`src/rtl/uart_tx_arbiter_pkg.sv`:
```
// Shared definitions for the UART TX arbiter: FSM state encoding and a constant clog2 helper.
// The optional packet-lock feature is selected by the UART_ARB_LOCK_EN macro in the top.
package uart_tx_arbiter_pkg;

    typedef enum logic [1:0] {
        ST_IDLE      = 2'd0,
        ST_START     = 2'd1,
        ST_WAIT_BUSY = 2'd2,
        ST_WAIT_DONE = 2'd3
    } arb_state_t;

    function automatic int clog2(input int value);
        int result;
        result = 0;
        for (int v = value - 1; v > 0; v = v >> 1) begin
            result++;
        end
        return result;
    endfunction

endpackage

```
`src/rtl/uart_tx_arbiter_rr_pick.sv`:
```
// Combinational round-robin picker: first asserted bit of valid at or after ptr, wrapping modulo N_REQ.
// Used by uart_tx_arbiter (UART_ARB_LOCK_EN only changes the mask the top feeds in).
module uart_tx_arbiter_rr_pick
    import uart_tx_arbiter_pkg::*;
#(
    parameter int  N_REQ = 4,
    localparam int IW    = clog2(N_REQ)
) (
    input  logic [N_REQ-1:0] valid,
    input  logic [IW-1:0]    ptr,
    output logic             hit,
    output logic [IW-1:0]    idx
);

    localparam logic [IW:0] N_WIDE = (IW + 1)'(N_REQ);

    always_comb begin
        logic [IW:0] pos;
        hit = 1'b0;
        idx = '0;
        pos = '0;
        for (int k = 0; k < N_REQ; k++) begin
            // One extra bit so ptr + k cannot overflow before the modulo fold.
            pos = {1'b0, ptr} + (IW + 1)'(k);
            if (pos >= N_WIDE) begin
                pos = pos - N_WIDE;
            end
            if (!hit && valid[pos[IW-1:0]]) begin
                hit = 1'b1;
                idx = pos[IW-1:0];
            end
        end
    end

endmodule

```
`src/rtl/uart_tx_arbiter.sv`:
```
// Round-robin sharing of one UART TX core between N_REQ byte sources.
// Define UART_ARB_LOCK_EN to keep the grant on one requester until it sends a byte with req_last=1.
module uart_tx_arbiter
    import uart_tx_arbiter_pkg::*;
#(
    parameter int  N_REQ = 4,
    parameter int  DW    = 8,
    localparam int IW    = clog2(N_REQ)
) (
    input  logic                clk,
    input  logic                rst,
    input  logic [N_REQ-1:0]    req_valid,
    input  logic [N_REQ*DW-1:0] req_data,
    input  logic [N_REQ-1:0]    req_last,
    output logic [N_REQ-1:0]    req_ready,
    output logic [DW-1:0]       tx_data,
    output logic                tx_start,
    input  logic                tx_ready,
    output logic [IW-1:0]       grant_id,
    output logic                busy
);

    arb_state_t       state;
    logic [IW-1:0]    ptr;
    logic [N_REQ-1:0] eligible;
    logic             hit;
    logic [IW-1:0]    pick_idx;
    logic             accept;
    logic [DW-1:0]    req_bytes [N_REQ];

    function automatic logic [IW-1:0] ptr_after(input logic [IW-1:0] g);
        return (g == IW'(N_REQ - 1)) ? '0 : g + 1'b1;
    endfunction

    always_comb begin
        for (int i = 0; i < N_REQ; i++) begin
            req_bytes[i] = req_data[i*DW +: DW];
        end
    end

`ifdef UART_ARB_LOCK_EN
    logic lock;

    // While locked, only the current owner may be granted, so the picker returns it regardless of ptr.
    always_comb begin
        eligible = req_valid;
        if (lock) begin
            eligible = req_valid & (N_REQ'(1) << grant_id);
        end
    end
`else
    logic unused_last;
    assign unused_last = ^req_last;
    assign eligible    = req_valid;
`endif

    uart_tx_arbiter_rr_pick #(
        .N_REQ (N_REQ)
    ) u_rr_pick (
        .valid (eligible),
        .ptr   (ptr),
        .hit   (hit),
        .idx   (pick_idx)
    );

    // req_ready is the handshake itself: it is high in the IDLE cycle in which the byte is taken.
    assign accept    = !rst && (state == ST_IDLE) && tx_ready && hit;
    assign req_ready = accept ? (N_REQ'(1) << pick_idx) : '0;
    assign busy      = (state != ST_IDLE);

    always_ff @(posedge clk) begin
        if (rst) begin
            state    <= ST_IDLE;
            tx_start <= 1'b0;
            tx_data  <= '0;
            grant_id <= '0;
            ptr      <= '0;
`ifdef UART_ARB_LOCK_EN
            lock     <= 1'b0;
`endif
        end else begin
            tx_start <= 1'b0;
            case (state)
                ST_IDLE: begin
                    if (accept) begin
                        tx_data  <= req_bytes[pick_idx];
                        grant_id <= pick_idx;
                        tx_start <= 1'b1;
                        state    <= ST_START;
`ifdef UART_ARB_LOCK_EN
                        if (req_last[pick_idx]) begin
                            lock <= 1'b0;
                            ptr  <= ptr_after(pick_idx);
                        end else begin
                            lock <= 1'b1;
                        end
`else
                        ptr      <= ptr_after(pick_idx);
`endif
                    end
                end
                ST_START: begin
                    state <= ST_WAIT_BUSY;
                end
                ST_WAIT_BUSY: begin
                    if (!tx_ready) begin
                        state <= ST_WAIT_DONE;
                    end
                end
                ST_WAIT_DONE: begin
                    if (tx_ready) begin
                        state <= ST_IDLE;
                    end
                end
                default: begin
                    state <= ST_IDLE;
                end
            endcase
        end
    end

endmodule

```
`config.mk`:
```
export PLATFORM = sky130hd
export DESIGN_NAME = uart_tx_arbiter
export DESIGN_NICKNAME = d
export VERILOG_FILES = /design/src/rtl/uart_tx_arbiter_pkg.sv /design/src/rtl/uart_tx_arbiter_rr_pick.sv /design/src/rtl/uart_tx_arbiter.sv
export SDC_FILE = /design/constraint.sdc
export NUM_CORES = 1
export LEC_CHECK = 0
export CAP_MARGIN = 20
export CORE_AREA = 5 5 55 57
export CTS_BUF_LIST = sky130_fd_sc_hd__clkbuf_4 sky130_fd_sc_hd__clkbuf_8
export DETAILED_ROUTE_END_ITERATION = 8
export DIE_AREA = 0 0 60 62
export PLACE_DENSITY = 0.85
export RECOVER_POWER = 25
export SYNTH_ARGS = -nofsm -noshare
export SYNTH_HDL_FRONTEND = slang
export SYNTH_SLANG_ARGS = --single-unit
```
`constraint.sdc`:
```
create_clock -name clk -period 2.95 [get_ports clk]
set_input_delay 0.4425 -clock clk [delete_from_list [all_inputs] [get_ports clk]]
set_output_delay 0.4425 -clock clk [all_outputs]
set_load 0.05 [all_outputs]
```
**Word-level counts from Yosys, hierarchy flattened**

Index checks and enable logic that the tools add are counted.
W data, S select, Z words.

- Bits in registers: 15
- Input port bits: 43
- Output and inout port bits: 16

- Add/sub/neg operators: 8
- Magnitude comparators: 9
- Equal/unequal tests: 7
- Shift operators: 1
- Muxes and demuxes: 30
- Bitwise operators: 2
- Reduce and logical (&&, ||, !) cells: 15

Operators with widths:

| operator | count |
|---|---|
| $mux W2 | 12 |
| $bmux W8 S2 | 1 |
| $mux W8 | 2 |
| $ge A3 B3 Y1 const B | 4 |
| $lt A2 B3 Y1 const B | 4 |
| $mux W1 | 9 |
| $bmux W1 S2 | 4 |
| $pmux W2 S4 | 1 |
| $sub A2 B1 Y2 const B | 4 |
| $add A2 B2 Y3 const B | 2 |
| $eq A2 B2 Y1 const B | 3 |
| $logic_and A1 B1 Y1 | 6 |
| $ne A2 B2 Y1 const B | 3 |
| $logic_not A1 Y1 | 4 |
| $mux W4 | 1 |
| $shl A1 B2 Y4 const A | 1 |
| $add A2 B1 Y3 const B | 1 |
| $ge A2 B3 Y1 const B | 1 |
| $not A2 Y3 | 1 |
| $reduce_and A3 Y1 | 1 |
| $add A2 B1 Y2 const B | 1 |
| $eq A2 B1 Y1 const B | 1 |
| $logic_not A2 Y1 | 1 |
| $reduce_and A2 Y1 | 1 |
| 3 further kinds | 3 |

**Longest topological paths before layout**

- Depth after elaboration: 18
- Gate-level depth with buffers: 8
- Depth with buffers taken out: 8

**Cells and area by module**

From an unflattened synthesis, not the netlist that was laid out.

- Cell total of the unflattened synthesis: 106
- Area total of the unflattened synthesis: 998.5 µm²

Modules (own cells, without submodules):

| module | times used | cells each | area an instance (µm²) |
|---|---|---|---|
| uart_tx_arbiter | 1 | 91 | 920.9 |
| uart_tx_arbiter_rr_pick | 1 | 15 | 77.6 |

**Least setup slack after synthesis**

No wires, ideal clock.

- Path kind: input -> output
- Start point: input port req_valid[1]
- End point: output port req_ready[3]
- Data arrival time: 1661 ps
- Required time: 2508 ps
- Slack: 847 ps
- Stages on the path: 7
- Cell sequence: nand2b_1 a21oi_1 a211oi_2 buf_6 buf_12 ha_1 and2_1

- Longest elaborated chain between the ends: 14
- Elaborated cells between the ends (all ways): 25

Ends and longest elaborated chain:

| element | RTL line | RTL |
|---|---|---|
| start, declared | uart_tx_arbiter.sv:12 | `input logic [N_REQ-1:0] req_valid,` |
| $bmux W1 S2 | uart_tx_arbiter_rr_pick.sv:28 | `if (!hit && valid[pos[IW-1:0]]) begin` |
| $mux W1 (implied by the code) | uart_tx_arbiter_rr_pick.sv:28 |  |
| $mux W1 | uart_tx_arbiter_rr_pick.sv:28 |  |
| $logic_not A1 Y1 | uart_tx_arbiter_rr_pick.sv:28 |  |
| $logic_and A1 B1 Y1 | uart_tx_arbiter_rr_pick.sv:28 |  |
| $mux W1 | uart_tx_arbiter_rr_pick.sv:28 |  |
| $logic_not A1 Y1 | uart_tx_arbiter_rr_pick.sv:28 |  |
| $logic_and A1 B1 Y1 | uart_tx_arbiter_rr_pick.sv:28 |  |
| $mux W1 | uart_tx_arbiter_rr_pick.sv:28 |  |
| $logic_not A1 Y1 | uart_tx_arbiter_rr_pick.sv:28 |  |
| $logic_and A1 B1 Y1 | uart_tx_arbiter_rr_pick.sv:28 |  |
| $mux W2 * | uart_tx_arbiter_rr_pick.sv:28 |  |
| named net pick_idx[0] | uart_tx_arbiter.sv:27 | `logic [IW-1:0] pick_idx;` |
| $shl A1 B2 Y4 * | uart_tx_arbiter.sv:68 | `assign req_ready = accept ? (N_REQ'(1) << pick_idx) : '0;` |
| $mux W4 * | uart_tx_arbiter.sv:68 |  |
| end, declared | uart_tx_arbiter.sv:15 | `output logic [N_REQ-1:0] req_ready,` |

The timed path passes the listed nets; every way through them passes the cells marked *. The select of a mux whose other input is x is not followed.

**Final worst setup path**

- Start point: input port rst
- End point: output port req_ready[2]

- Longest elaborated chain between the ends: 5

Ends and longest elaborated chain:

| element | RTL line | RTL |
|---|---|---|
| start, declared | uart_tx_arbiter.sv:11 | `input logic rst,` |
| $logic_not A1 Y1 | uart_tx_arbiter.sv:67 | `assign accept = !rst && (state == ST_IDLE) && tx_ready && hit;` |
| $logic_and A1 B1 Y1 (3 in a row) | uart_tx_arbiter.sv:67 |  |
| $mux W4 | uart_tx_arbiter.sv:68 |  |

Every way passes these cells.

==> results_dict.tcl <==
set metrics [dict create \
    status "finished, final reports clean" \
    globalplace.congestion 0.8002 \
    fp.dieW_um 60 \
    synth_nets 153 \
    critPathSlowestCell "dlygate4sd3_1" \
    ant_nets 0 \
    io_buffer_count 54 \
    peakVddDrop_mv 0.3886 \
    cts-htree-levels 1 \
    post_dp_cell_area_mm2 0.001536 \
    max_freq_mhz 367.9 \
    vias_per_cell 5.201 \
    clk_path_buf_depth 2 \
    cts_made_buffers 3 \
    vias 983 \
    wirelength_mm 2.838 \
    crit_chain "dlygate4sd3_1, nand3b_1, a21o_1, inv_1, and2_1, buf_4" \
    grt_pass1_wl_mm 4.326 \
    timing.setup.tns_ns 0 \
    wire_per_inst_um 15.02 \
    synth_fa_ha_area_frac 0.1047 \
    initial_core_util 0.3930 \
    layout-drive-gt1-share 0.1006 \
    worstSetupStartpointType "input pin" \
    clkLatencyLatePin_ns 0.27 \
    synthSimpleGateAreaFrac 0.1597 \
    hold_depth 2 \
    leakagePower_nw 0.6593 \
    die_h_um 62 \
    area_delta_synth_final_pct 63.87 \
    ios 59 \
    drtPass1Iterations 3 \
    power.density_mw_per_mm2 616.1 \
    rows 18 \
    muxShareOfSynthArea 0.1885 \
    grt_start_max_net_pins 13 \
    n_antenna_cell 0 \
    worstPathRequired_ns 2.51 \
    clock-sinks 15 \
    max_stage_delay_ns 0.66 \
    worstHoldPathType "reg -> reg" \
    setup_violations 0 \
    reg2regPathDepth 8 \
    track_usage 0.1499 \
    final_core_util 0.6440 \
    syn_area_per_cell_um2 9.372 \
    dp_hpwl_mm 2.390 \
    synth_cell_types 29 \
    cts_tree "yes" \
    core-area_mm2 0.002432 \
    cts.clk_slew.worst_paths_ns 0.08 \
    grt_pass1_vias 1020 \
    timing.max_cap.violations 0 \
    critPathCaptureType "primary output" \
    ys_warn_count 0 \
    nNetsFinal 211 \
    synth_top_family_by_area "multiplexers" \
    maxSlewHeadroom 0.6424 \
    slew_violations 0 \
    postCtsSetupBuffers 0 \
    crit_fanout 12 \
    holdBufCountCts 0 \
    drt_iter0_markers 24 \
    grt-ovfl-total 0 \
    syn_inst 102 \
    worstSetupPathType "in -> out" \
    worst_slack_ns 0.2322 \
    worst_slew_pin_slew_ns 0.5346 \
    timing.final.hold_violations 0 \
    fin_crit_sh 0.9213 \
    dieArea_mm2 0.003720 \
    syn_area_um2 955.9 \
    postLayoutCellArea_mm2 0.001567 \
    antenna_found_initial 0 \
    dp_slack_ns 0.2982 \
    arrival_ns 2.28 \
    cts-root-buf "clkbuf_4" \
    synth-xor-area-share 0 \
    layout_min_cycle_time_ns 2.718 \
    drc 0 \
    fill_cells 209 \
    synth_compound_area_frac 0.1571 \
    post_cts_resized 0 \
    ys_ff_latch 15 \
    rsz0062_at_grt "false" \
    fin_skew_ns 0.005859 \
    yosysSeqAreaShare 0.3141 \
]
[cell usage in the layout (no fill, tap or decap)]
cell type         n
o21ai_1           1
a211oi_4          1
a21o_1            1
nand3_1           9
dlygate4sd3_1     5
mux2i_1          18
nand2b_1          1
ha_1              8
nand2b_2          1
o221ai_1          8
nor3b_1           1
nand3b_1          1
inv_2             2
clkbuf_4          4
or3_4             1
o221a_1           1
nand2_2           1
a21oi_1           5
nor2_1            4
inv_1             7
buf_12            2
dfxtp_1          15
o21ai_0           1
nand2_1           4
and2_1            4
o22ai_1           1
clkdlybuf4s50_1  45
buf_4             4
a211oi_1          1
clkinv_1          1
nor3_1            1
[per-layer routing]
layer / vias up / part of all wire / track usage
li1: 487 / - / -
met1: 472 / 0.40 / 0.1642
met2: 22 / 0.56 / 0.2978
met3: 2 / 0.033 / 0.02273
met4: 0 / 0.011 / 0.03797
met5: - / 0 / 0
[power by group]
part	internal [mW]	switching, mW	total, mW
registers	0.253	0.0312	0.284
logic	0.224	0.334	0.558
clock network	0.0615	0.0621	0.124
[through the flow]
stage | instances | hold WS [ns] | power (mW)
floorplan | 102 | 0.4791 | 0.6630
global placement | 185 | 0.4564 | 0.8353
detailed placement | 185 | 0.4623 | 0.8556
CTS | 189 | 0.4765 | 0.9770
global route | 189 | 0.4917 | 1.031
finish | 189 | 0.4783 | 0.9651
[critical path: cells and delay by family]
| family | cells | cell delay (ns) |
|---|---|---|
| and+or+nand+nor | 2 | 0.40 |
| buffers and inverters | 3 | 1.08 |
| AOI/OAI and AO/OA | 1 | 0.34 |
[sequential cells by signal, summed over array words and instances (netlist names)]
register,flops
tx_start,1
ptr,2
tx_data,8
grant_id,2
state,2
[cell families after synthesis]
kind of cell,Yosys count
buffers and inverters,13
adder cells (fa/ha/maj),8
flip-flops,15
multiplexers,18
AO/OA/AOI/OAI,20
AND/OR/NAND/NOR,28
[path summary, 6_finish.rpt]
path / start / to / slack (ns)
worst max-delay path: rst / req_ready[2] / 0.23
worst min-delay path: grant_id[1] / grant_id[1] / 0.48
worst max register to register: state[1] / state[1] / 0.92
worst min register to register: grant_id[1] / grant_id[1] / 0.48
[cell type report]
cell class / count / area (µm²) / share of cell area
multi-input cells: 74 / 590.6 / 0.3770
repair buffers: 56 / 570.5 / 0.3642
flip-flops and latches: 15 / 300.3 / 0.1917
inverters: 10 / 37.54 / 0.02396
well taps: 30 / 37.54 / 0.02396
clock buffers: 4 / 30.03 / 0.01917
[synthesized netlist by cell type]
cell type	count	area, µm²
and2_1	4	25.02
a211oi_1	1	7.510
nand3b_1	1	7.510
nand2_2	1	6.260
mux2i_1	18	180.2
nor3b_1	1	7.510
nand3_1	9	45.04
nand2b_1	1	6.260
inv_1	6	22.52
a21oi_1	5	25.02
ha_1	8	100.1
o22ai_1	1	6.260
clkinv_1	1	3.750
nor2_1	4	15.01
buf_6	1	11.26
o21ai_1	1	5.000
clkbuf_1	1	3.750
dfxtp_1	15	300.3
a211oi_2	1	12.51
o221ai_1	8	70.07
buf_12	1	20.02
inv_2	3	11.26
nand2b_2	1	8.760
o221a_1	1	11.26
nand2_1	4	15.01
nor3_1	1	5.000
a21o_1	1	7.510
o21ai_0	1	5.000
or3_4	1	11.26
No activity file was read; power rests on OpenSTA's default activity.
